==> config.mk <==
export PLATFORM = sky130hd
export DESIGN_NAME = midi_msg_parser
export DESIGN_NICKNAME = d
export VERILOG_FILES = /design/src/rtl/midi_pkg.sv /design/src/rtl/midi_msg_parser.sv
export SDC_FILE = /design/constraint.sdc
export NUM_CORES = 1
export LEC_CHECK = 0
export ABC_AREA = 1
export CAP_MARGIN = 20
export CORE_AREA = 5 5 85 87
export DETAILED_ROUTE_END_ITERATION = 8
export DIE_AREA = 0 0 90 92
export PLACE_DENSITY = 0.95
export SLEW_MARGIN = 20
export SYNTH_ARGS = -nofsm -noshare
export SYNTH_HDL_FRONTEND = slang
export SYNTH_SLANG_ARGS = --single-unit
export TNS_END_PERCENT = 30
==> constraint.sdc <==
create_clock -name clk_in -period 4.9 [get_ports clk_in]
set_input_delay 0.98 -clock clk_in [delete_from_list [all_inputs] [get_ports clk_in]]
set_output_delay 0.98 -clock clk_in [all_outputs]
set_load 0.1 [all_outputs]
==> src/rtl/midi_pkg.sv <==
// Shared MIDI parser types: FSM state encoding, channel-voice status nibbles
// and the system byte constants used to classify incoming bytes.
package midi_pkg;

  typedef enum logic [1:0] {
    NO_STATUS = 2'd0,
    WAIT_D1   = 2'd1,
    WAIT_D2   = 2'd2,
    SYSEX     = 2'd3
  } midi_state_e;

  localparam logic [3:0] NOTE_OFF    = 4'h8;
  localparam logic [3:0] NOTE_ON     = 4'h9;
  localparam logic [3:0] POLY_AT     = 4'hA;
  localparam logic [3:0] CTRL_CHANGE = 4'hB;
  localparam logic [3:0] PROG_CHANGE = 4'hC;
  localparam logic [3:0] CHAN_AT     = 4'hD;
  localparam logic [3:0] PITCH_BEND  = 4'hE;

  localparam logic [7:0] SYSEX_START = 8'hF0;
  localparam logic [7:0] SYSEX_END   = 8'hF7;
  localparam logic [7:0] RT_MIN      = 8'hF8;

  // Program change and channel aftertouch carry a single data byte.
  function automatic logic is_one_data(input logic [3:0] nibble);
    return (nibble == PROG_CHANGE) || (nibble == CHAN_AT);
  endfunction

endpackage

==> src/rtl/midi_msg_parser.sv <==
// MIDI byte-stream parser: assembles channel-voice messages with running status,
// forwards real-time bytes, and times out stalled partial messages.
module midi_msg_parser
  import midi_pkg::*;
#(
  parameter int INPUT_CLOCK_FREQ = 100_000_000,
  parameter int TIMEOUT_CYCLES   = INPUT_CLOCK_FREQ / 100,
  parameter bit ZERO_VEL_IS_OFF  = 1'b1
) (
  input  logic       clk_in,
  input  logic       rst_n_in,
  input  logic       byte_valid_in,
  input  logic [7:0] byte_in,
  output logic       msg_valid_out,
  input  logic       msg_ready_in,
  output logic [7:0] msg_status_out,
  output logic [6:0] msg_data1_out,
  output logic [6:0] msg_data2_out,
  output logic       rt_valid_out,
  output logic [7:0] rt_byte_out,
  output logic       overrun_out
);

  localparam int CNT_W = $clog2(TIMEOUT_CYCLES + 1);
  localparam logic [CNT_W-1:0] CNT_FIRE = CNT_W'(TIMEOUT_CYCLES - 1);
  localparam logic [CNT_W-1:0] CNT_MAX  = CNT_W'(TIMEOUT_CYCLES);

  midi_state_e      state_q, state_d;
  logic [7:0]       status_q, status_d;
  logic             one_byte_q, one_byte_d;
  logic             pending_q, pending_d;
  logic [6:0]       d1_q, d1_d;
  logic [CNT_W-1:0] cnt_q, cnt_d;
  logic             msg_valid_q, msg_valid_d;
  logic [7:0]       msg_status_q, msg_status_d;
  logic [6:0]       msg_data1_q, msg_data1_d;
  logic [6:0]       msg_data2_q, msg_data2_d;
  logic             rt_valid_q, rt_valid_d;
  logic [7:0]       rt_byte_q, rt_byte_d;
  logic             overrun_q, overrun_d;

  logic       done;
  logic [6:0] done_d1;
  logic [6:0] done_d2;
  logic [7:0] done_status;
  logic       is_rt;
  logic       counting;

  always_comb begin
    state_d      = state_q;
    status_d     = status_q;
    one_byte_d   = one_byte_q;
    pending_d    = pending_q;
    d1_d         = d1_q;
    cnt_d        = cnt_q;
    msg_valid_d  = msg_valid_q;
    msg_status_d = msg_status_q;
    msg_data1_d  = msg_data1_q;
    msg_data2_d  = msg_data2_q;
    rt_valid_d   = 1'b0;
    rt_byte_d    = rt_byte_q;
    overrun_d    = 1'b0;
    done         = 1'b0;
    done_d1      = d1_q;
    done_d2      = 7'd0;
    done_status  = status_q;
    is_rt        = (byte_in >= RT_MIN);
    counting     = (state_q == WAIT_D2) || ((state_q == WAIT_D1) && pending_q);

    if (byte_valid_in && is_rt) begin
      rt_valid_d = 1'b1;
      rt_byte_d  = byte_in;
    end

    // Real-time bytes fall through to the timeout branch so they never reset it.
    if (byte_valid_in && !is_rt) begin
      cnt_d = '0;
      if (byte_in[7]) begin
        if (byte_in[7:4] == 4'hF) begin
          status_d  = 8'h00;
          pending_d = 1'b0;
          state_d   = (byte_in == SYSEX_START) ? SYSEX : NO_STATUS;
        end else begin
          status_d   = byte_in;
          one_byte_d = is_one_data(byte_in[7:4]);
          pending_d  = 1'b1;
          state_d    = WAIT_D1;
        end
      end else begin
        case (state_q)
          WAIT_D1: begin
            d1_d      = byte_in[6:0];
            done_d1   = byte_in[6:0];
            pending_d = 1'b0;
            if (one_byte_q) begin
              done = 1'b1;
            end else begin
              state_d = WAIT_D2;
            end
          end
          WAIT_D2: begin
            done    = 1'b1;
            done_d2 = byte_in[6:0];
            state_d = WAIT_D1;
          end
          default: ;
        endcase
      end
    end else if (counting) begin
      if (cnt_q == CNT_FIRE) begin
        state_d   = WAIT_D1;
        pending_d = 1'b0;
        cnt_d     = '0;
      end else if (cnt_q != CNT_MAX) begin
        cnt_d = cnt_q + CNT_W'(1);
      end
    end

    if (ZERO_VEL_IS_OFF && (status_q[7:4] == NOTE_ON) && (done_d2 == 7'd0)) begin
      done_status = {NOTE_OFF, status_q[3:0]};
    end

    // A completing message loads if the output slot is empty or draining this cycle.
    if (done) begin
      if (!msg_valid_q || msg_ready_in) begin
        msg_valid_d  = 1'b1;
        msg_status_d = done_status;
        msg_data1_d  = done_d1;
        msg_data2_d  = done_d2;
      end else begin
        overrun_d = 1'b1;
      end
    end else if (msg_valid_q && msg_ready_in) begin
      msg_valid_d = 1'b0;
    end
  end

  always_ff @(posedge clk_in or negedge rst_n_in) begin
    if (!rst_n_in) begin
      state_q      <= NO_STATUS;
      status_q     <= 8'h00;
      one_byte_q   <= 1'b0;
      pending_q    <= 1'b0;
      d1_q         <= 7'd0;
      cnt_q        <= '0;
      msg_valid_q  <= 1'b0;
      msg_status_q <= 8'h00;
      msg_data1_q  <= 7'd0;
      msg_data2_q  <= 7'd0;
      rt_valid_q   <= 1'b0;
      rt_byte_q    <= 8'h00;
      overrun_q    <= 1'b0;
    end else begin
      state_q      <= state_d;
      status_q     <= status_d;
      one_byte_q   <= one_byte_d;
      pending_q    <= pending_d;
      d1_q         <= d1_d;
      cnt_q        <= cnt_d;
      msg_valid_q  <= msg_valid_d;
      msg_status_q <= msg_status_d;
      msg_data1_q  <= msg_data1_d;
      msg_data2_q  <= msg_data2_d;
      rt_valid_q   <= rt_valid_d;
      rt_byte_q    <= rt_byte_d;
      overrun_q    <= overrun_d;
    end
  end

  assign msg_valid_out  = msg_valid_q;
  assign msg_status_out = msg_status_q;
  assign msg_data1_out  = msg_data1_q;
  assign msg_data2_out  = msg_data2_q;
  assign rt_valid_out   = rt_valid_q;
  assign rt_byte_out    = rt_byte_q;
  assign overrun_out    = overrun_q;

endmodule

After elaboration in Yosys (flattened, before gate mapping)
Index checks and enable logic that the tools add are counted.

Bits in registers: 72. Bits in latches: 0. RAM bits: 0. Memory bits (read-only): 0. Bits of input ports: 12. Logic and storage cells: 87. Memories: 0.

Add/sub/neg operators: 1. $mul: 0. Divide/modulo/power cells: 0. Order comparisons: 1. Equality and inequality tests: 13. Shifts and indexed selects: 0. Mux-type cells: 36. Bitwise operators: 1. Reduce and logical (&&, ||, !) cells: 22.

Operators by type and width (count): 2-to-1 mux 20 bit (4); 2-to-1 mux 7 bit (6); adder 20 x 1 -> 20 bit, second input constant (1); == test 20 bit, second input constant (1); inequality test 20 bit, second input constant (1); == test 4 bit, second input constant (4); 2-to-1 mux 8 bit (2); 2-to-1 mux 1 bit (15); 2-to-1 mux 2 bit (7); == test 8 bit, second input constant (1); >= comparator 8 bit, second input constant (1); inequality test 4 bit, second input constant (2); AND reduction 2 bit (4); logical NOT 7 bit (1); AND reduction 3 bit (2); nonzero test 2 bit (3); logical AND 1 bit (5); one-hot mux 2 bit (2 select lines) (1); AND reduction 4 bit (1); logical OR 1 bit (3); inequality test 3 bit, second input constant (1); nonzero test 3 bit (1); == test 2 x 1 -> 1 bit, second input constant (1); == test 2 bit, second input constant (1); other kinds (4) (5).

Longest topological paths before layout
Gate-level depths: netlist of the first run.

Depth after elaboration: 7. Gate-level depth with buffers: 11. Mapped depth without buffers: 11.

Worst setup path after synthesis of the first run
OpenSTA, ideal clock, no wires.

Path kind: input to register. Start point: in byte_valid_in. End point: reg msg_data2_q[5] (netlist: msg_data2_out[5]). Setup time: 0.129 ns. Data arrival time: 2.005 ns. Data required time: 4.771 ns. Path slack: 2.766 ns. Stages on the path: 9. Cell sequence: buf_4 inv_2 nor2_1 nand2_1 nor2_4 inv_2 buf_2 nand2_1 o21ai_0.

Cells in the longest elaborated chain, start to end: 3. Elaborated cells between the ends (all ways): 4. Classes of those cells: mux (2); reduce/logical (2).

RTL lines: start, declared (line midi_msg_parser.sv:12) `input logic byte_valid_in,`; logical AND 1 bit * (line midi_msg_parser.sv:76) `if (byte_valid_in && !is_rt) begin`; 2-to-1 mux 1 bit (line midi_msg_parser.sv:76); AND reduction 2 bit (no source line); end signal, assigned (line midi_msg_parser.sv:163) `msg_data2_q <= msg_data2_d;`; end, declared (line midi_msg_parser.sv:37) `logic [6:0] msg_data2_q, msg_data2_d;`.

Mark *: on every way between the ends. The rest lies on a longest branch, timed or not. A chain may end at the register's enable or synchronous reset.

Worst setup path after layout of the first run
Start point: reg rt_byte_q[2] (netlist: rt_byte_out[2]). End point: out rt_byte_out[2].

RTL lines: start, declared (line midi_msg_parser.sv:39) `logic [7:0] rt_byte_q, rt_byte_d;`; start signal, assigned (line midi_msg_parser.sv:165) `rt_byte_q <= rt_byte_d;`; end, declared (line midi_msg_parser.sv:20) `output logic [7:0] rt_byte_out,`.

No word-level cell between the ends.

==> impl_results.md, run 1 <==
* Cell Chain, Critical Path: clkdlybuf4s50_1
* Share of the synthesized area in the top cell type at around 48%
* Root Buffer: clkbuf_8
* Setup_tns at 0 ns
* Initial drt markers at approximately 350
* Clock latency on the worst-skew pair at roughly 0.36 ns
* WS Path Type: register to output port
* WL final at 9010 µm
* Critical path required time at approximately 3.9 ns
* Bufs on Longest Clock Path at 2
* Share of cells above drive strength 1 at slightly below 10%
* Reg power frac at 34.3%
* Mapped Avg Cell Area at between 8 and 9 µm²
* Post-synthesis sequential element count at between 70 and 80
* Number of enable flip-flop cells after synthesis at 0
* Largest area contributor in the netlist: dfrtp_1
* First-pass GRT wire length at 15,400 µm
* Total GRT Usage at between 20% and 30%
* CP bufs+invs at 1
* CTS resizes at 0
* Cell-internal power at approximately 0.0012 W
* Sequential area share after synthesis at about half
* Clock-pin transition on the worst setup and hold timing paths at roughly 0.080 ns
* Min-Delay Path Class: register to register
* Via Count at about 3,300
* Final worst-path cycle share at between 50% and 60%
* Pin count of the biggest net entering global routing at 40
* CORE AREA at roughly 0.0063 mm²
* Worst Skew at 0.00591 ns
* Filler cells at approximately 460
* Switch Pwr at 0.000989 W
* Initial antenna violation count at 0
* Routed vias/inst at between 5 and 6
* Post-layout minimum cycle time at around 2.9 ns
* Placement Rows at 29
* Clk pwr share at about a quarter
* Maximum capacitance violations at 0
* CP startpoint kind: register
* Synth Net Count at between 400 and 500
* Post-synthesis xor/xnor area fraction at under 10%
* Crit Path Max Fanout at 2
* RSZ-0062 raised after global routing: false
* Synth unique cells at 36
* Max Slew Vio Count at 0
* Sinks on the clock net at 72
* CTS Buf Count at 9
* Count leader, synth: nand2_1
* Gate power share at between 30% and 40%
* Hold Buf Count CTS at 0
* Die footprint at between 0.008 and 0.009 mm²
* Placer Congestion at 0.985
* Post-CTS Repair Setup Buffers at 0
* Final net count at ~520
* Hold Fails Final Rpt at 0
* Async set-reset flop share out of synthesis at 100%
* Mapped cell area at ~0.0037 mm²
* Vias in the first global route at ~3,200
* Total power at between 0.002 and 0.0025 W
* Layout area overhead at 17.9%
* Diodes inserted at 0
* Slowest cell on crit path: clkdlybuf4s50_1
* Worst VDD drop at between 600 and 700 µV
* Residual DRC at 0
* FMAX at 348 MHz
* Status: complete, no violations
* DR WL/cell at 15.4 µm
* Slew HR at approximately a third
* Buffers added on ports at 44
* Io pins at 45
* Max H-tree Level at 3
* Synth area leaders: dfrtp_1 48%, nand2_1 14%, nor2_1 5.5%, inv_1 3.9%, nand3_1 3.9%
* CP endpoint kind: output port
* Compound-cell area share of the yosys netlist at under 10%
* Static Leak at just over 2 nW
* Sw Ratio at roughly 45%
* Final HPWL DP at 5930 µm
* Gr ovfl total at 0
* Post-route antenna net violation count at 0
* Setup violations, final at 0
* Synth Area in Adders at between 1 and 1.5%
* Main synth FF type: dfrtp_1
* Die width at 90 µm
* TritonCTS clock tree: yes
* Slew @ Worst Pin at 0.998 ns
* Main combinational cell family by area after synthesis: simple AND/OR/NAND/NOR gates
* Synth Area in Simple Gates at around a third
* Initial Util at 59.5%
* Die height at roughly 92 µm
* PD cells at around 500 mW/mm²
* Signal arrival time at the worst endpoint at 1.90 ns
* Crit path largest cell delay at 1.16 ns
* Post-Synthesis Cells at 460
* Post-synth top cells: 143 x nand2_1, 72 x dfrtp_1, 55 x nor2_1
* Drt pass-1 iters at 5
* Syn. warnings at 0
* Delay-heaviest family, CP: buffers and inverters
* Mux cell area share after synthesis at 0%
[cells by family after synthesis]
kind of cell,after synthesis
AND/OR/NAND/NOR,276
flip-flops,72
buffers and inverters,55
AO/OA/AOI/OAI,45
XOR/XNOR,8
adder cells (fa/ha/maj),4
[cell type report]
class                      instances  area, µm²  share of cell area (%)
sequential                        72       1800                    40.9
multi-input combinational        333       1660                    37.8
timing repair buffer              45        443                    10.1
inverter                          41        154                    3.50
clock buffer                      10        128                    2.90
clock inverter                     6        116                    2.64
tap                               77       96.3                    2.19
[worst paths after layout]
kind,from,cells after the start,slack [ns],end
worst max register to register,cnt_q[0]$_DFFE_PN0P_,8,2.48,cnt_q[1]$_DFFE_PN0P_
worst min register to register,rt_byte_out[6]$_DFFE_PN0P_,1,0.47,rt_byte_out[6]$_DFFE_PN0P_
worst min-delay path,rt_byte_out[6]$_DFFE_PN0P_,1,0.47,rt_byte_out[6]$_DFFE_PN0P_
worst max-delay path,rt_byte_out[2]$_DFFE_PN0P_,1,2.02,rt_byte_out[2]
max in group asynchronous,rst_n_in,2,3.25,cnt_q[11]$_DFFE_PN0P_
min in group asynchronous,rst_n_in,1,0.67,msg_data1_out[6]$_DFFE_PN0P_
[sequential cells by signal (all words and copies together), names as in the netlist]
name / cells
rt_valid_out: 1
rt_byte_out: 8
d1_q: 7
pending_q: 1
state_q: 2
msg_data2_out: 7
overrun_out: 1
msg_data1_out: 7
cnt_q: 20
status_q: 8
msg_status_out: 8
msg_valid_out: 1
one_byte_q: 1
[power by group through the flow]
stage	registers [W]	logic, W	clock network, W
6_report	0.000761	0.000881	0.000577
3_5_place_dp	0.000767	0.000876	0
2_1_floorplan	0.00126	0.000183	0
3_3_place_gp	0.000763	0.000862	0
4_1_cts	0.000760	0.000885	0.000579
5_1_grt	0.000775	0.000917	0.000609
[metal layers]
| metal | share of wire (%) | GRT usage (%) | wire length [µm] |
|---|---|---|---|
| met4 | 2.9 | 9.68 | 264 |
| met3 | 7.8 | 6.55 | 706 |
| met5 | 0 | 0 | 0 |
| met1 | 42 | 28.9 | 3760 |
| met2 | 47 | 36.2 | 4270 |
[layout by cell type (no fill, tap or decap), types with 6 or more instances in the layout]
cell / instances
nand4_1: 13
nand3_2: 11
clkdlybuf4s50_1: 43
xor2_1: 6
nand2_1: 143
clkbuf_8: 9
o22ai_1: 6
nand3_1: 29
inv_1: 39
dfrtp_1: 72
o21ai_0: 29
nor2_1: 55
[through the flow]
| step | instance area, µm² | hold WS [ns] | cells | worst slack (ns) | util, % |
|---|---|---|---|---|---|
| after detailed placement | 4160 | 0.454 | 568 | 1.89 | 66.2 |
| after floorplan | 3730 | 0.462 | 460 | 2.77 | - |
| final | 4400 | 0.470 | 584 | 2.02 | 70.1 |
| after CTS | 4400 | 0.474 | 584 | 2.02 | 70.1 |
| after global routing | 4400 | 0.502 | 584 | 1.99 | 70.1 |
| after global placement | 4160 | 0.454 | 568 | 1.99 | 66.2 |
(Power assumes the default switching activity.)
==> run 2, diff against run 1 <==
Settings changed: CORE_AREA 5 5 85 87 to 5 5 88 90, DIE_AREA 0 0 90 92 to 0 0 93 95, PLACE_DENSITY 0.95 to 0.91.
Clock period 4.9 ns to 2.7 ns, I/O delays scaled along.
==> impl_results.md, run 2 (same netlist as run 1, synthesis figures left out) <==
* Post-layout minimum cycle time at around 2.2 ns
* Met2 routed WL at just under 4000 µm
* Total GRT Usage at 20.7%
* Total power at 0.00373 W
* Met3 WL at around 550 µm
* FMAX at roughly 450 MHz
* Top reg by flops: cnt_q
* Via Count at roughly 3,100
* Most common cell after layout, fill and taps aside: nand2_1
* Initial antenna violation count at 0
* Sinks on the clock net at 72
* Final worst-path cycle share at 82.3%
* CP endpoint kind: register
* WL final at 8300 µm
* DR WL/cell at ~14 µm
* Setup_tns at 0 ns
* First-pass GRT wire length at ~14,000 µm
* Slew @ Worst Pin at 0.886 ns
* Final HPWL DP at slightly below 6000 µm
* Buffers added on ports at between 40 and 50
* Max Slew Vio Count at 0
* Reg power frac at between 30% and 40%
* CTS resizes at 0
* Diodes inserted at 0
* Die width at approximately 93 µm
* Worst Skew at 0.00921 ns
* Post-route antenna net violation count at 0
* Layout area overhead at 15.3%
* Placement Rows at 31
* CP startpoint kind: register
* Clk pwr share at a little over a fifth
* Status: complete, no violations
* Inst Count DP at between 500 and 600
* Share of cells above drive strength 1 at approximately 17%
* Max FFs per register at 20
* Dpl cell area at between 0.004 and 0.005 mm²
* Worst VDD drop at 1020 µV
* Reg2reg start: cnt_q[0]$_DFFE_PN0P_
* Slew HR at about two fifths
* TritonCTS clock tree: yes
* Die height at between 90 and 100 µm
* Residual DRC at 0
* Initial Util at ~53%
* WS Path Type: register to register
* Pre-CTS setup slack at 0.326 ns
* Gr ovfl total at 0
* Placer Congestion at 0.940
* Maximum capacitance violations at 0
* Sw Ratio at between 40 and 50%
* Drt pass-1 iters at 5
* Reg2Reg Setup Slack at around 0.48 ns
* Hold Buf Count CTS at 0
* Clock-pin transition on the worst setup and hold timing paths at around 0.08 ns
* Setup violations, final at 0
* RSZ-0062 raised after global routing: false
* Cell-internal power at ~0.002 W
* CORE AREA at around 0.007 mm²
* Final instance area at 0.00431 mm²
* Die footprint at just under 0.009 mm²
* Gate power share at between 40 and 50%
* Uppermost layer routed: met4
* Pin count of the biggest net entering global routing at 73
* Final net count at around 520
* R2R Path End: pending_q$_DFFE_PN0P_
* Hold Fails Final Rpt at 0
* Initial drt markers at between 200 and 250
* CTS Buf Count at 9
* Metal-1 WL at roughly 3600 µm
* Cell Count, Final, Fillers Out at roughly 600
* Max H-tree Level at 3
* Clock latency on the worst-skew pair at 0.35 ns
* Critical path required time at around 2.9 ns
* Final setup margin at approximately 0.48 ns
* Io pins at 45
* Static Leak at between 2 and 2.5 nW
* Min-Delay Path Class: primary input to asynchronous set/reset pin
* Signal arrival time at the worst endpoint at between 2 and 2.5 ns
* Crit Path Max Fanout at 19
* Most frequent cells in the layout: 143 x nand2_1, 72 x dfrtp_1, 55 x nor2_1
* Bufs on Longest Clock Path at 2
* Routed vias/inst at 5.30
* PD cells at a little under 900 mW/mm²
* Post-CTS Repair Setup Buffers at 0
* Switch Pwr at roughly 0.0018 W
* Root Buffer: clkbuf_8
* Vias in the first global route at 3,041
* Reg2reg path depth at 9
run 2: critical path: stages (launching register included):
cell and delay [ns]:
dfrtp_1 0.47, ha_1 0.30, nand3_1 0.18, nor3_2 0.17
nand3_2 0.25, nand2_2 0.18, nand2_4 0.07, buf_4 0.22
o21ai_0 0.19, nand2_1 0.08
run 2: worst max path at each step:
stage / startpoint / to / slack (ns)
2_1_floorplan: msg_valid_out$_DFFE_PN0P_ / msg_status_out[0]$_DFFE_PN0P_ / 0.90
3_3_place_gp: byte_in[7] / cnt_q[9]$_DFFE_PN0P_ / 0.39
3_5_place_dp: byte_in[7] / cnt_q[1]$_DFFE_PN0P_ / 0.33
4_1_cts: cnt_q[0]$_DFFE_PN0P_ / pending_q$_DFFE_PN0P_ / 0.52
5_1_grt: cnt_q[0]$_DFFE_PN0P_ / pending_q$_DFFE_PN0P_ / 0.30
6_report: cnt_q[0]$_DFFE_PN0P_ / pending_q$_DFFE_PN0P_ / 0.48
run 2: cell type report:
| type | count | area (µm²) |
|---|---|---|
| clock buffer | 10 | 138 |
| clock inverter | 6 | 50.0 |
| fill | 581 | 2680 |
| inverter | 41 | 154 |
| multi-input combinational | 333 | 1660 |
| sequential | 72 | 1800 |
| tap | 82 | 103 |
| timing repair buffer | 50 | 398 |
run 2: stage by stage:
step                      util, %  hold slack [ns]
final                        61.7            0.410
after global routing         61.7            0.496
after CTS                    61.7            0.443
after detailed placement     59.0            0.454
after global placement       59.0            0.455
after floorplan                 -            0.244
run 2: power by group through the flow:
| stage | logic (W) | registers [W] | clock network (W) |
|---|---|---|---|
| 6_report | 0.00155 | 0.00138 | 0.000800 |
| 5_1_grt | 0.00163 | 0.00141 | 0.000870 |
| 4_1_cts | 0.00156 | 0.00138 | 0.000823 |
| 3_5_place_dp | 0.00155 | 0.00140 | 0 |
| 3_3_place_gp | 0.00153 | 0.00139 | 0 |
| 2_1_floorplan | 0.000333 | 0.00228 | 0 |
run 2: per-layer routing:
metal / vias to the layer above / track usage, %
met4: 0 / 10.1
met3: 20 / 4.70
met2: 111 / 32.8
met1: 1455 / 26.8
met5: - / 0
li1: 1560 / -
==> run 3, diff against run 2 <==
Settings changed: CORE_AREA 5 5 88 90 to 5 5 93 95, DIE_AREA 0 0 93 95 to 0 0 98 100, PLACE_DENSITY 0.91 to 0.86.
Clock period 2.7 ns to 1.9 ns, I/O delays scaled along.
==> impl_results.md, run 3 (same netlist as run 1, synthesis figures left out) <==
* Final instance area at roughly 0.0047 mm²
* Top reg by flops: cnt_q
* Final HPWL DP at 6620 µm
* Pre-CTS setup slack at -0.154 ns
* R2R Path End: cnt_q[7]$_DFFE_PN0P_
* Worst Skew at 0.0133 ns
* Placer Congestion at just over 0.9
* Total power at between 0.005 and 0.006 W
* Clock latency on the worst-skew pair at 0.36 ns
* Post-route antenna net violation count at 0
* Min Hold Slack at -0.00785 ns
* Routed vias/inst at 5.17
* Clock-pin transition on the worst setup and hold timing paths at around 0.070 ns
* Signal arrival time at the worst endpoint at about 1.9 ns
* FMAX at 590 MHz
* Hold Fails Final Rpt at 17
* Max H-tree Level at 3
* Setup violations, final at 0
* Layout area overhead at 25.6%
* Filler cells at 645
* Buffers added on ports at 44
* Post-CTS Repair Setup Buffers at 0
* Bufs on Longest Clock Path at 2
* Reg2Reg Setup Slack at approximately 0.22 ns
* Vias in the first global route at between 3,000 and 4,000
* WL final at 8830 µm
* Slew HR at about two thirds
* Die width at just under 100 µm
* Initial drt markers at between 200 and 300
* Diodes inserted at 0
* RSZ-0062 raised after global routing: false
* Maximum capacitance violations at 0
* Max Slew Vio Count at 0
* Reg2reg start: state_q[1]$_DFFE_PN0P_
* Placement Rows at 32
* CTS Buf Count at 9
* Pin count of the biggest net entering global routing at 37
* Initial Util at about half
* Gr ovfl total at 0
* Share of cells above drive strength 1 at around a fifth
* CP startpoint kind: primary input
* Min-Delay Path Class: primary input to asynchronous set/reset pin
* FF+latch area at about 0.0018 mm²
* Final setup margin at a little over 0.2 ns
* Final net count at between 500 and 600
* CORE AREA at about 0.0076 mm²
* Die height at approximately 100 µm
* PD cells at 1190 mW/mm²
* Via Count at ~3,300
* Die footprint at 0.00980 mm²
* Critical path required time at approximately 2.1 ns
* Max FFs per register at 20
* Initial antenna violation count at 0
* WS Path Type: primary input to register
* Sinks on the clock net at 72
* Reg2reg path depth at 9
* Footprint of the multi-input gates at about 0.0017 mm²
* Hold Buf Count CTS at 0
* Slew @ Worst Pin at 0.509 ns
* First-pass GRT wire length at about 15,000 µm
* Residual DRC at 0
* Post-layout minimum cycle time at roughly 1.7 ns
* Root Buffer: clkbuf_8
* Failing checks: hold timing
* DR WL/cell at around 14 µm
* Final worst-path cycle share at 89.1%
* Status: finished with violations
* Drt pass-1 iters at 4
* Io pins at 45
* CTS resizes at 0
* Dpl cell area at around 0.0045 mm²
* Static Leak at between 2 and 2.5 nW
* TritonCTS clock tree: yes
* Worst VDD drop at around 1200 µV
* Most frequent cells in the layout: 143 x nand2_1, 72 x dfrtp_1, 55 x nor2_1
* Crit Path Max Fanout at 15
* CP endpoint kind: register
* Total GRT Usage at between 10% and 20%
* Most common cell after layout, fill and taps aside: nand2_1
==> run 3: metal layers <==
layer  global-route usage (%)  vias up  share of wire (%)
met5                        0        -                  0
met1                     24.9     1569                 43
met2                     33.0      100                 49
li1                         -     1615                  -
met4                     8.73        0                2.0
met3                     2.99       14                5.8
==> run 3: how the worst max path moves through the flow <==
stage	startpoint	endpoint	slack [ns]
floorplan	msg_valid_out$_DFFE_PN0P_	msg_status_out[0]$_DFFE_PN0P_	0.10
global placement	byte_in[7]	cnt_q[3]$_DFFE_PN0P_	-0.04
detailed placement	byte_in[7]	state_q[0]$_DFFE_PN0P_	-0.15
CTS	state_q[1]$_DFFE_PN0P_	msg_status_out[0]$_DFFE_PN0P_	0.18
global route	state_q[0]$_DFFE_PN0P_	msg_status_out[4]$_DFFE_PN0P_	0.02
finish	byte_in[7]	state_q[0]$_DFFE_PN0P_	0.21
==> run 3: final cells by class <==
class | instances | share of cell area (%)
well taps | 102 | 2.72
inverters | 41 | 3.34
repair buffers | 74 | 16.1
clock inverters | 5 | 1.23
multi-input cells | 333 | 35.4
flip-flops and latches | 72 | 38.4
clock buffers | 11 | 2.80
==> run 3: through the flow <==
| step | std cells | setup TNS (ns) | util [%] |
|---|---|---|---|
| after floorplan | 460 | 0 | - |
| after global placement | 622 | -0.109 | 58.8 |
| after detailed placement | 622 | -1.19 | 58.8 |
| after CTS | 638 | 0 | 61.3 |
| after global routing | 638 | 0 | 61.3 |
| final | 638 | 0 | 61.3 |
==> run 3: worst max-delay path, cell delays in order <==
cell,delay [ns]
clkdlybuf4s50_1,0.46
nand2_2,0.12
nor2_4,0.05
nand2_4,0.09
nand2_8,0.07
inv_1,0.36
nand3_1,0.20
nand3_1,0.14
nand2_1,0.06
==> run 3: power breakdown <==
group	total [W]	internal, W	switching, W
combinational	0.00244	0.000626	0.00181
sequential	0.00198	0.00181	0.000175
clock	0.00118	0.000607	0.000569
total	0.00560	0.00304	0.00256
